File: src/rtl/mmio_port_pkg.sv
// Shared definitions for the memory-mapped GPIO bank.
// Holds the per-port register indices (the low three bits of the bus word address).
package mmio_port_pkg;

  localparam logic [2:0] REG_DATA   = 3'd0;
  localparam logic [2:0] REG_DIR    = 3'd1;
  localparam logic [2:0] REG_SET    = 3'd2;
  localparam logic [2:0] REG_CLR    = 3'd3;
  localparam logic [2:0] REG_STATUS = 3'd4;
  localparam logic [2:0] REG_MASK   = 3'd5;

endpackage

File: src/rtl/mmio_port_sync.sv
// Input synchroniser for one GPIO port, plus edge detection on the synchronised value.
// Optional feature macro: GPIO_EDGE_IRQ_EN (adds the previous-value flop and edge output).
// Ports:
//   clk_i   system clock
//   rst_i   synchronous reset, active high
//   pin_i   raw external input bits of this port
//   dir_i   direction bits (1 = output, edges masked)  [GPIO_EDGE_IRQ_EN only]
//   edge_o  any-edge flags on input-direction bits       [GPIO_EDGE_IRQ_EN only]
//   sync_o  pin_i delayed through SYNC_STAGES flops
module mmio_port_sync
  import mmio_port_pkg::*;
#(
  parameter int unsigned PORT_W      = 32,
  parameter int unsigned SYNC_STAGES = 2
) (
  input  logic              clk_i,
  input  logic              rst_i,
  input  logic [PORT_W-1:0] pin_i,
`ifdef GPIO_EDGE_IRQ_EN
  input  logic [PORT_W-1:0] dir_i,
  output logic [PORT_W-1:0] edge_o,
`endif
  output logic [PORT_W-1:0] sync_o
);

  logic [PORT_W-1:0] sync_q [SYNC_STAGES];

  always_ff @(posedge clk_i) begin
    if (rst_i) begin
      for (int i = 0; i < int'(SYNC_STAGES); i++) sync_q[i] <= '0;
    end else begin
      sync_q[0] <= pin_i;
      for (int i = 1; i < int'(SYNC_STAGES); i++) sync_q[i] <= sync_q[i-1];
    end
  end

  assign sync_o = sync_q[SYNC_STAGES-1];

`ifdef GPIO_EDGE_IRQ_EN
  // prev_q resets to 0, so inputs already high at reset report a rising edge once synchronised.
  logic [PORT_W-1:0] prev_q;

  always_ff @(posedge clk_i) begin
    if (rst_i) prev_q <= '0;
    else       prev_q <= sync_o;
  end

  assign edge_o = (sync_o ^ prev_q) & ~dir_i;
`endif

endmodule

File: src/rtl/mmio_port_bank.sv
// Memory-mapped GPIO bank: NUM_PORTS ports of PORT_W bits with per-bit direction,
// synchronised inputs, atomic set/clear and optional edge interrupts.
// Optional feature macro: GPIO_EDGE_IRQ_EN (STATUS/MASK registers and irq).
// Address: bus_addr = {port_idx, reg_idx[2:0]}; reg 0 DATA, 1 DIR, 2 SET, 3 CLR,
// 4 STATUS (W1C), 5 MASK; unused registers and absent ports read 0, ignore writes.
// Ports:
//   clk, rst                  clock, synchronous active-high reset
//   bus_sel, bus_we           access strobe and write enable
//   bus_addr, bus_wdata       word address and write data
//   bus_rdata, bus_rvalid     registered read data, one-cycle valid pulse after a read
//   pin_in                    external inputs, port p at [p*PORT_W +: PORT_W]
//   pin_out, pin_oe           output register and direction register (1 = drive)
//   irq                       registered OR of status & mask (0 when feature absent)
module mmio_port_bank
  import mmio_port_pkg::*;
#(
  parameter int unsigned NUM_PORTS   = 4,
  parameter int unsigned PORT_W      = 32,
  parameter int unsigned SYNC_STAGES = 2,
  localparam int unsigned AW         = $clog2(NUM_PORTS) + 3
) (
  input  logic                        clk,
  input  logic                        rst,
  input  logic                        bus_sel,
  input  logic                        bus_we,
  input  logic [AW-1:0]               bus_addr,
  input  logic [PORT_W-1:0]           bus_wdata,
  output logic [PORT_W-1:0]           bus_rdata,
  output logic                        bus_rvalid,
  input  logic [NUM_PORTS*PORT_W-1:0] pin_in,
  output logic [NUM_PORTS*PORT_W-1:0] pin_out,
  output logic [NUM_PORTS*PORT_W-1:0] pin_oe,
  output logic                        irq
);

  logic [PORT_W-1:0] out_q [NUM_PORTS];
  logic [PORT_W-1:0] out_d [NUM_PORTS];
  logic [PORT_W-1:0] dir_q [NUM_PORTS];
  logic [PORT_W-1:0] dir_d [NUM_PORTS];
  logic [PORT_W-1:0] sync_in [NUM_PORTS];
  logic [PORT_W-1:0] rdata_q, rdata_d;
  logic              rvalid_q;

  logic [2:0]  reg_idx;
  int unsigned port_idx;
  logic        port_ok, wr_en, rd_en;

  assign reg_idx  = bus_addr[2:0];
  assign port_idx = 32'(bus_addr >> 3);
  assign port_ok  = port_idx < NUM_PORTS;
  assign wr_en    = bus_sel & bus_we & port_ok;
  assign rd_en    = bus_sel & ~bus_we;

`ifdef GPIO_EDGE_IRQ_EN
  logic [PORT_W-1:0] edge_s   [NUM_PORTS];
  logic [PORT_W-1:0] status_q [NUM_PORTS];
  logic [PORT_W-1:0] status_d [NUM_PORTS];
  logic [PORT_W-1:0] mask_q   [NUM_PORTS];
  logic [PORT_W-1:0] mask_d   [NUM_PORTS];
  logic              irq_q, irq_d;
`endif

  for (genvar p = 0; p < int'(NUM_PORTS); p++) begin : g_port
    mmio_port_sync #(
      .PORT_W      (PORT_W),
      .SYNC_STAGES (SYNC_STAGES)
    ) u_sync (
      .clk_i  (clk),
      .rst_i  (rst),
      .pin_i  (pin_in[p*PORT_W +: PORT_W]),
`ifdef GPIO_EDGE_IRQ_EN
      .dir_i  (dir_q[p]),
      .edge_o (edge_s[p]),
`endif
      .sync_o (sync_in[p])
    );

    assign pin_out[p*PORT_W +: PORT_W] = out_q[p];
    assign pin_oe[p*PORT_W +: PORT_W]  = dir_q[p];
  end

  // Register write decode.
  always_comb begin
    for (int unsigned p = 0; p < NUM_PORTS; p++) begin
      out_d[p] = out_q[p];
      dir_d[p] = dir_q[p];
`ifdef GPIO_EDGE_IRQ_EN
      status_d[p] = status_q[p] | edge_s[p];
      mask_d[p]   = mask_q[p];
`endif
      if (wr_en && port_idx == p) begin
        case (reg_idx)
          REG_DATA: out_d[p] = bus_wdata;
          REG_DIR:  dir_d[p] = bus_wdata;
          REG_SET:  out_d[p] = out_q[p] | bus_wdata;
          REG_CLR:  out_d[p] = out_q[p] & ~bus_wdata;
`ifdef GPIO_EDGE_IRQ_EN
          // A new edge in the clear cycle keeps its bit set.
          REG_STATUS: status_d[p] = (status_q[p] & ~bus_wdata) | edge_s[p];
          REG_MASK:   mask_d[p]   = bus_wdata;
`endif
          default: ;
        endcase
      end
    end
  end

  // Read mux: pick the addressed port's registers, then the register.
  logic [PORT_W-1:0] sel_out, sel_dir, sel_sync;
`ifdef GPIO_EDGE_IRQ_EN
  logic [PORT_W-1:0] sel_status, sel_mask;
`endif

  always_comb begin
    sel_out  = '0;
    sel_dir  = '0;
    sel_sync = '0;
`ifdef GPIO_EDGE_IRQ_EN
    sel_status = '0;
    sel_mask   = '0;
`endif
    for (int unsigned p = 0; p < NUM_PORTS; p++) begin
      if (port_idx == p) begin
        sel_out  = out_q[p];
        sel_dir  = dir_q[p];
        sel_sync = sync_in[p];
`ifdef GPIO_EDGE_IRQ_EN
        sel_status = status_q[p];
        sel_mask   = mask_q[p];
`endif
      end
    end

    rdata_d = '0;
    if (port_ok) begin
      case (reg_idx)
        REG_DATA: rdata_d = (sel_dir & sel_out) | (~sel_dir & sel_sync);
        REG_DIR:  rdata_d = sel_dir;
`ifdef GPIO_EDGE_IRQ_EN
        REG_STATUS: rdata_d = sel_status;
        REG_MASK:   rdata_d = sel_mask;
`endif
        default: rdata_d = '0;
      endcase
    end
  end

`ifdef GPIO_EDGE_IRQ_EN
  always_comb begin
    irq_d = 1'b0;
    for (int unsigned p = 0; p < NUM_PORTS; p++) irq_d = irq_d | (|(status_q[p] & mask_q[p]));
  end
`endif

  always_ff @(posedge clk) begin
    if (rst) begin
      for (int unsigned p = 0; p < NUM_PORTS; p++) begin
        out_q[p] <= '0;
        dir_q[p] <= '0;
`ifdef GPIO_EDGE_IRQ_EN
        status_q[p] <= '0;
        mask_q[p]   <= '0;
`endif
      end
      rdata_q  <= '0;
      rvalid_q <= 1'b0;
`ifdef GPIO_EDGE_IRQ_EN
      irq_q <= 1'b0;
`endif
    end else begin
      for (int unsigned p = 0; p < NUM_PORTS; p++) begin
        out_q[p] <= out_d[p];
        dir_q[p] <= dir_d[p];
`ifdef GPIO_EDGE_IRQ_EN
        status_q[p] <= status_d[p];
        mask_q[p]   <= mask_d[p];
`endif
      end
      rvalid_q <= rd_en;
      if (rd_en) rdata_q <= rdata_d;
`ifdef GPIO_EDGE_IRQ_EN
      irq_q <= irq_d;
`endif
    end
  end

  assign bus_rdata  = rdata_q;
  assign bus_rvalid = rvalid_q;
`ifdef GPIO_EDGE_IRQ_EN
  assign irq = irq_q;
`else
  assign irq = 1'b0;
`endif

endmodule
File: config.mk
export PLATFORM = sky130hd
export DESIGN_NAME = mmio_port_bank
export DESIGN_NICKNAME = d
export VERILOG_FILES = /design/src/rtl/mmio_port_pkg.sv /design/src/rtl/mmio_port_sync.sv /design/src/rtl/mmio_port_bank.sv
export SDC_FILE = /design/constraint.sdc
export NUM_CORES = 1
export LEC_CHECK = 0
export CAP_MARGIN = 20
export CORE_ASPECT_RATIO = 0.7
export CORE_MARGIN = 2
export CORE_UTILIZATION = 35
export CTS_CLUSTER_SIZE = 40
export DETAILED_ROUTE_END_ITERATION = 10
export PLACE_DENSITY_LB_ADDON = 0.2
export SYNTH_ARGS = -nofsm -noshare
export SYNTH_HDL_FRONTEND = slang
export SYNTH_SLANG_ARGS = --single-unit
File: constraint.sdc
create_clock -name clk -period 2.25 [get_ports clk]
set_input_delay 0.3375 -clock clk [delete_from_list [all_inputs] [get_ports clk]]
set_output_delay 0.3375 -clock clk [all_outputs]
set_load 0.02 [all_outputs]
=== Yosys cells after proc, flatten, opt, wreduce, memory -nomap -nowiden ===
Memory sizes are Yosys's and may differ from the RTL's.
Cells that the tools add are included.

* Order comparisons: 1
* Equality and inequality tests: 6
* Reduce and logical (&&, ||, !) cells: 6
* Bitwise operators: 33
* Muxes and demuxes: 49

{| class="wikitable"
|+ Operators with widths
! operator !! count
|-
| 32-bit 2-to-1 mux || 41
|-
| 32-bit one-hot mux with 3 select lines || 4
|-
| 32-bit AND || 6
|-
| 32-bit bitwise OR || 5
|-
| 32-bit inverter || 2
|-
| 32-bit one-hot mux with 2 select lines || 1
|-
| 32-bit zero test || 1
|-
| 1-bit bitwise OR || 16
|-
| 3-bit by 2-bit equality test with 1-bit output, second input constant || 2
|-
| 2-bit equality test, second input constant || 2
|-
| 1-bit logical AND || 4
|-
| 1-bit AND || 3
|-
| 3-bit by 1-bit equality test with 1-bit output, second input constant || 1
|-
| 3-bit zero test || 1
|-
| 2-bit by 3-bit < comparator with 1-bit output, second input constant || 1
|-
| 1-bit 2-to-1 mux || 3
|-
| 2-bit by 1-bit equality test with 1-bit output, second input constant || 1
|-
| 1-bit inverter || 1
|}

* Register bits after elaboration: 33
* Output and inout port bits: 290
* Logic and storage cells: 103
* Memories: 6
* Memory bits (writable): 512
* Input port bits: 169

{| class="wikitable"
|+ Memories
! memory !! depth !! bits a word !! read ports !! clocked after Yosys merged registers in !! wr ports !! line !! text
|-
| dir_q || 4 || 32 || 4 || 0 || 4 || mmio_port_bank.sv:38 || <nowiki>logic [PORT_W-1:0] dir_q [NUM_PORTS];</nowiki>
|-
| out_q || 4 || 32 || 4 || 0 || 4 || mmio_port_bank.sv:36 || <nowiki>logic [PORT_W-1:0] out_q [NUM_PORTS];</nowiki>
|-
| g_port[0].u_sync.sync_q || 2 || 32 || 2 || 0 || 2 || mmio_port_sync.sv:26 || <nowiki>logic [PORT_W-1:0] sync_q [SYNC_STAGES];</nowiki>
|-
| g_port[1].u_sync.sync_q || 2 || 32 || 2 || 0 || 2 || mmio_port_sync.sv:26 ||
|-
| g_port[2].u_sync.sync_q || 2 || 32 || 2 || 0 || 2 || mmio_port_sync.sv:26 ||
|-
| g_port[3].u_sync.sync_q || 2 || 32 || 2 || 0 || 2 || mmio_port_sync.sv:26 ||
|}

=== Longest topological paths before layout ===
Gate-level depths: netlist of run 1.

* Depth in word-level cells: 10
* Gate-level depth with buffers: 9
* Depth with buffers taken out: 5

=== By module ===
From an unflattened synthesis of run 1, not the netlist that was laid out.

* Cell total of the unflattened synthesis: 2015
* Area, all modules: 21936.0 sq um

{| class="wikitable"
|+ By module, submodules not included
! module !! sequential area each (sq um) !! cells an instance !! instances !! area each (sq um)
|-
| mmio_port_bank || 5785.5 || 1347 || 1 || 13302.8
|-
| mmio_port_sync || 1281.2 || 167 || 4 || 2158.3
|}

=== Worst setup path after synthesis of run 1 ===
OpenSTA, ideal clock, no wires.

* Path kind: input to register
* From: in bus_addr[3]
* To: reg rdata_q[24], in the netlist bus_rdata[24]
* Data arrival time: 1667 ps
* Setup time: 120 ps
* Setup slack: 463 ps
* Buffers on the path: 2
* Cell stages on the path: 6
* Data required time: 2130 ps
* Cell sequence: buf_6 buf_6 mux4_2 mux2_2 a221oi_2 nor2_1

* Cells in the longest elaborated chain, start to end: 10
* Elaborated cells between the ends (all ways): 23
* Classes of those cells: order compare: 1; eq/ne: 3; mux: 14; bitwise: 4; reduce/logical: 1

{| class="wikitable"
|+ RTL lines
! element !! line !! text
|-
| start: declaration || mmio_port_bank.sv:26 || <nowiki>input logic [AW-1:0] bus_addr,</nowiki>
|-
| 32-bit zero test || mmio_port_bank.sv:123 || <nowiki>if (port_idx == p) begin</nowiki>
|-
| 32-bit 2-to-1 mux (4 in a row) || mmio_port_bank.sv:123 ||
|-
| 32-bit inverter || mmio_port_bank.sv:137 || <nowiki>REG_DATA: rdata_d = (sel_dir & sel_out) | (~sel_dir & sel_sync);</nowiki>
|-
| 32-bit AND || mmio_port_bank.sv:137 ||
|-
| 32-bit bitwise OR || mmio_port_bank.sv:137 ||
|-
| 32-bit one-hot mux with 2 select lines || mmio_port_bank.sv:136 || <nowiki>case (reg_idx)</nowiki>
|-
| 32-bit 2-to-1 mux * || mmio_port_bank.sv:135 || <nowiki>if (port_ok) begin</nowiki>
|-
| end signal: assignment || mmio_port_bank.sv:180 || <nowiki>if (rd_en) rdata_q <= rdata_d;</nowiki>
|-
| end: declaration || mmio_port_bank.sv:41 || <nowiki>logic [PORT_W-1:0] rdata_q, rdata_d;</nowiki>
|}

Every way passes the cells marked *; elsewhere a longest branch is shown, timed or not.
A chain may end at the register's enable or synchronous reset.

=== Worst setup path after layout of run 1 ===
* From: reg rdata_q[4], in the netlist bus_rdata[4]
* To: out bus_rdata[4]

{| class="wikitable"
|+ RTL lines
! element !! line !! text
|-
| end: declaration || mmio_port_bank.sv:28 || <nowiki>output logic [PORT_W-1:0] bus_rdata,</nowiki>
|}

No word-level cell between the ends.

==> impl_results.md, run 1 <==
* Status: complete, no violations
* Multi-input gate area at 8540 um2
* Post-synthesis cell type with the largest combined area: dfxtp_1
* Startpoint Class: flop
* Final setup vio count at 0
* Filler cells at 5,227
* Main area contributors after synthesis: dfxtp_1 54%, mux4_2 8.6%, nor2b_1 8.1%, nand2_1 7.6%, a21oi_1 6.6%
* Final worst setup slack at 158 ps
* Crit-path max FO at 3
* Via-per-instance ratio at 5.14
* CP required at 1910 ps
* Die Width at 291 um
* DR DRC count at 0
* Initial antenna violation count at 2
* Final max-slew violation count at 0
* Row count at 73
* Yosys warning count at 0
* I/O pin count at 459
* Post-CTS sizing at 0
* Placed Instances at 3,235
* Die ar. at 59,600 um2
* CP Data Arrival Time at 1750 ps
* Setup TNS at 0 ps
* Core Area at 56,800 um2
* Post-CTS setup buffer count at 0
* Synth Area per Inst at 9.59 um2
* Hold Path Class: in2reg
* Layout cells sized above 1 at 12.1%
* Worst VDD drop at 0.449 mV
* Final #Nets at 2,708
* Register Area at 10,900 um2
* Netlist cell types at 33
* Pwr dens at 736 nW/um2
* CP bufs+invs at 1
* GRT Total Usage at 23.9%
* CP max stage cell: clkdlybuf4s50_1
* Area Overhead vs Synth at 38.7%
* RSZ-0062 raised after global routing: no
* Dpl cell area at 26,200 um2
* Power consumption at 20.6 mW
* Post-CTS Hold Buffers at 0
* Dpl hpwl at 51,600 um
* DRT Pass-1 Iters at 6
* Top cell type's share of synthesized area at 54.1%
* CTS Sinks at 545
* Clock-pin slew on the worst setup and hold paths at 70 ps
* Worst-Margin Slew at 960 ps
* Cell area after layout at 28,000 um2
* Setup CP Type: reg2out
* I/O Buffers at 457
* Worst path top cell family by delay: buffers and inverters
* GP Congestion at 0.892
* Remaining global-route overflow at 0
* Dpl ws at -79.7 ps
* Slew headroom at 35.8%
* Seq/Total Area, Yosys at 54.1%
* Post-route clock period utilization at 93.0%
* Cell area after synthesis at 20,200 um2
* Pleak at 9.81 nW
* Initial drt markers at 1,396
* Max-cap violations at 0
* Largest net degree at the start of global routing at 164
* Final Critical Period at 2090 ps
* Worst skew pair latency at 600 ps
* TritonCTS Buffers at 52
* Mapped Nets at 2,272
* Max stage delay on crit path at 770 ps
* Crit-path cells: clkdlybuf4s50_1
* Final non-filler cell total at 3,331
* Vias in the first global route at 16,600
* First-pass GRT wire length at 107,000 um
* Initial Utilization at 35.5%
* Critical Path Sink Type: output port
* Wire length per cell at 22.0 um
* Gate Count Post-Synth at 2,103
* Total wire length at 73,300 um
* Vias at 17,100
* Clock Skew at 13.7 ps
* DIE HEIGHT at 205 um
* Synthesis-stage register bit count at 545
* CTS tree: done
* Remaining antenna violation count at 0
* Clk buf depth at 3
* # H-tree levels at 2
* F_max at 0.478 GHz
* Final Hold Viols at 0
* Clk root buf: clkbuf_16
-- where the power goes --
group | switching (mW) | total (mW) | internal (mW)
clock | 3.88 | 9.15 | 5.27
sequential | 0.0739 | 9.97 | 9.90
combinational | 0.761 | 1.48 | 0.715
-- routing by layer --
metal / global-route usage, % / wire length, um / vias to the layer above
met5: 0 / 13 / -
met4: 8.14 / 2330 / 2
met3: 5.64 / 6400 / 120
met2: 37.9 / 33600 / 762
met1: 32.0 / 31000 / 8281
li1: - / - / 7955
-- path summary, 6_finish.rpt --
path	slack, ps	depth (start not counted)	to	start
max reg2reg	580	4	bus_rdata[24]	dir_q[2][24]
max	160	1	bus_rdata[4]	bus_rdata[4]
min reg2reg	430	1	g_port[2].u_sync.sync_q[0][42]	g_port[2].u_sync.sync_q[0][10]
min	110	2	g_port[3].u_sync.sync_q[0][56]	rst
-- per-stage QoR --
stage | hold WS (ps) | utilization, %
2_1_floorplan | 414 | -
3_3_place_gp | 419 | 46.1
3_5_place_dp | 421 | 46.1
4_1_cts | 94.6 | 49.2
5_1_grt | 127 | 49.2
6_report | 112 | 49.2
-- logic make-up (layout without fill, tap and decap cells) --
family / count (synthesis) / after routing / synth area share, %
simple gates: 755 / 755 / 17.8
flops: 545 / 545 / 54.1
mux: 113 / 113 / 10.5
other cells: 1 / 2 / 0.0186
buf+inv: 181 / 658 / 4.02
compound gates: 508 / 508 / 13.5
-- synthesized netlist by cell type --
cell,number
a2111oi_0,1
a21oi_1,265
a221oi_1,5
a221oi_2,1
a22o_1,24
a2bb2oi_1,1
a31o_2,1
buf_1,3
buf_2,35
buf_4,5
buf_6,9
clkbuf_1,128
conb_1,1
dfxtp_1,545
inv_1,1
mux2_2,16
mux2i_1,20
mux4_2,77
nand2_1,407
nand2b_1,31
nand3_1,4
nand3b_1,1
nor2_1,46
nor2b_1,261
nor3_1,1
nor3_2,2
nor4_1,1
o211ai_1,6
o21ai_0,152
o21ai_1,41
o221ai_1,2
o2bb2ai_1,9
or2_2,1
-- flip-flops by register name, summed over array words and instances, names as in the netlist --
register / flops
bus_rdata: 32
bus_rvalid: 1
dir_q: 128
g_port.u_sync.sync_q: 256
out_q: 128
-- cell type report --
| class | instances | area share, % |
|---|---|---|
| Sequential cell | 545 | 39.0 |
| Multi-Input combinational cell | 1377 | 30.5 |
| Antenna cell | 1 | 0.00895 |
| Inverter | 1 | 0.0134 |
| Tap cell | 750 | 3.35 |
| Clock inverter | 20 | 0.877 |
| Timing Repair Buffer | 562 | 20.7 |
| Clock buffer | 75 | 5.54 |
-- cells in the final DEF, fill, tap and decap left out, types with 8 or more instances in the layout --
cell type          n
nand2_1          401
mux2i_1           20
nor2_1            39
clkbuf_16         53
mux2_2            16
buf_12            33
o21ai_0          152
clkdlybuf4s50_1  453
o21ai_1           41
clkinv_2           9
o2bb2ai_1          9
clkbuf_8          15
clkbuf_1           8
buf_4             72
nand2b_1          30
a22o_1            24
nor2b_1          260
dfxtp_1          545
a21oi_1          265
mux4_2            77
Note: power is estimated with default switching activity, not from simulation.
==> inputs of run 2 (changes only) <==
--- a/config.mk
+++ b/config.mk
@@ -14,4 +14,5 @@
 export PLACE_DENSITY_LB_ADDON = 0.2
 export SYNTH_ARGS = -nofsm -noshare
 export SYNTH_HDL_FRONTEND = slang
+export SYNTH_HIERARCHICAL = 1
 export SYNTH_SLANG_ARGS = --single-unit
==> run 2 against run 1 <==
Against the previous run:
- synthesized area increased by 8.8%
- setup slack got worse by 8.3 ps
- non-clock buffer count decreased by 23
- wire length decreased by 2.9%
- first-iteration DRC count decreased by 27%
- sequential power about the same
- clock power increased by 9.1%
- maximum frequency decreased by 0.39%
- hold slack improved by 170 ps
- global-route usage decreased by 2.5 points
- critical path type unchanged
- largest cell class unchanged
==> impl_results.md, run 2 <==
* Status: complete, no violations
* Worst-Margin Slew at 835 ps
* Top cell type's share of synthesized area at 49.7%
* Main flop type after synthesis: dfxtp_1
* DRT Pass-1 Iters at 8
* Multi-input gate area at 9070 um2
* Clock-pin slew on the worst setup and hold paths at 60 ps
* First-pass GRT wire length at 103,000 um
* DIE HEIGHT at 213 um
* TritonCTS Buffers at 54
* Yosys warning count at 6
* GP Congestion at 0.831
* Commonest cells in the netlist: 545 x dfxtp_1, 240 x nor2b_2, 167 x mux2i_1, 165 x nor2_1, 145 x buf_4
* Final max-slew violation count at 0
* Power consumption at 21.5 mW
* Netlist cell types at 45
* Remaining global-route overflow at 0
* CTS Sinks at 545
* Setup CP Type: reg2out
* Post-synthesis cell type with the largest combined area: dfxtp_1
* Top reg by flops: g_port.u_sync/sync_q
* Worst VDD drop at 0.544 mV
* Core Area at 61,700 um2
* Placed Instances at 3,078
* Crit-path cells: clkdlybuf4s50_1
* Setup TNS at 0 ps
* Top flop regs: g_port.u_sync/sync_q (256), dir_q (128), out_q (128)
* Clk buf depth at 3
* Max-cap violations at 0
* Post-route clock period utilization at 93.4%
* Post-CTS setup buffer count at 0
* Final non-filler cell total at 3,180
* Crit-path max FO at 3
* Dpl hpwl at 50,400 um
* Initial drt markers at 1,021
* Most common cell after layout, fill and taps aside: dfxtp_1
* Final setup vio count at 0
* Clock Skew at 18.7 ps
* I/O Buffers at 457
* Final #Nets at 2,485
* Via-per-instance ratio at 4.90
* Slew headroom at 44.4%
* Final Hold Viols at 0
* Vias in the first global route at 15,400
* Final Critical Period at 2100 ps
* RSZ-0062 raised after global routing: no
* Wire length per cell at 22.4 um
* Layout cells sized above 1 at 22.3%
* Worst path top cell family by delay: buffers and inverters
* Seq/Total Area, Yosys at 49.7%
* Pleak at 11.0 nW
* Post-CTS sizing at 0
* Max reg flops at 256
* Cell area after layout at 28,600 um2
* Asr flop ratio synth at 0%
* Pwr dens at 751 nW/um2
* DR DRC count at 0
* Hold Path Class: in2reg
* # H-tree levels at 2
* Synthesis-stage register bit count at 545
* Largest net degree at the start of global routing at 128
* Max stage delay on crit path at 760 ps
* Vias at 15,600
* Row count at 76
* Worst skew pair latency at 610 ps
* Initial antenna violation count at 6
* Startpoint Class: flop
* Die Width at 303 um
* CTS tree: done
* I/O pin count at 459
* Dpl cell area at 26,600 um2
* Area Overhead vs Synth at 30.3%
* CP max stage cell: clkdlybuf4s50_1
* Cell area after synthesis at 21,900 um2
* Number of synthesized flops with an enable pin at 0
* Post-CTS Hold Buffers at 1
* CP Data Arrival Time at 1760 ps
* GRT Total Usage at 21.4%
* Die ar. at 64,700 um2
* Synth Area per Inst at 10.9 um2
* F_max at 0.476 GHz
* Initial Utilization at 35.5%
* Filler cells at 5,651
* Count leader, synth: dfxtp_1
* Mapped Nets at 2,184
* Critical Path Sink Type: output port
* CP required at 1910 ps
* Remaining antenna violation count at 0
* CP bufs+invs at 1
* Hold WS at 278 ps
* Clk root buf: clkbuf_16
* Total wire length at 71,200 um
* Register Area at 10,900 um2
* Gate Count Post-Synth at 2,015
* Main area contributors after synthesis: dfxtp_1 50%, nor2b_2 9.6%, mux4_2 9.0%, mux2i_1 7.6%, buf_4 5.0%
* Most frequent cells in the layout: 545 x dfxtp_1, 454 x clkdlybuf4s50_1, 240 x nor2b_2
==> run 2: metrics by stage <==
step | util [%] | setup slack [ps]
floorplan | - | 632
global placement | 43.1 | 105
detailed placement | 43.1 | 71.7
CTS | 46.3 | 118
global route | 46.3 | 104
finish | 46.3 | 149
==> run 2: path summary, 6_finish.rpt <==
path,end,slack [ps],startpoint,cells after the start
max,pin_out[65],150,out_q[2][1],1
min,g_port[3].u_sync/sync_q[0][1],280,pin_in[97],2
max reg2reg,bus_rdata[30],910,g_port[1].u_sync/sync_q[0][62],4
min reg2reg,g_port[3].u_sync/sync_q[0][61],440,g_port[3].u_sync/sync_q[0][29],1
==> run 2: kinds of logic after synthesis <==
family | count (synthesis) | synth area share [%]
simple gates | 587 | 16.3
flops | 545 | 49.7
compound gates | 327 | 8.04
buf+inv | 300 | 9.25
mux | 255 | 16.7
other cells | 1 | 0.0171
==> run 2: layout make-up <==
| type | instances | share of cell area [%] |
|---|---|---|
| Sequential cell | 545 | 38.2 |
| Multi-Input combinational cell | 1170 | 31.7 |
| Timing Repair Buffer | 539 | 19.5 |
| Clock buffer | 71 | 5.45 |
| Tap cell | 819 | 3.58 |
| Clock inverter | 29 | 1.54 |
| Inverter | 6 | 0.0788 |
| Antenna cell | 1 | 0.00875 |
==> run 2: routing by layer <==
layer	up-vias	GRT usage, %	share of wire (%)
met2	569	32.7	44
met4	4	4.82	1.6
met1	7620	30.9	47
li1	7301	-	-
met3	102	4.72	7.5
met5	-	0	0.037
==> run 2: where the power goes <==
group / internal [mW] / switching, mW
sequential: 9.89 / 0.0736
combinational: 0.746 / 0.779
clock: 5.94 / 4.04
total: 16.6 / 4.89
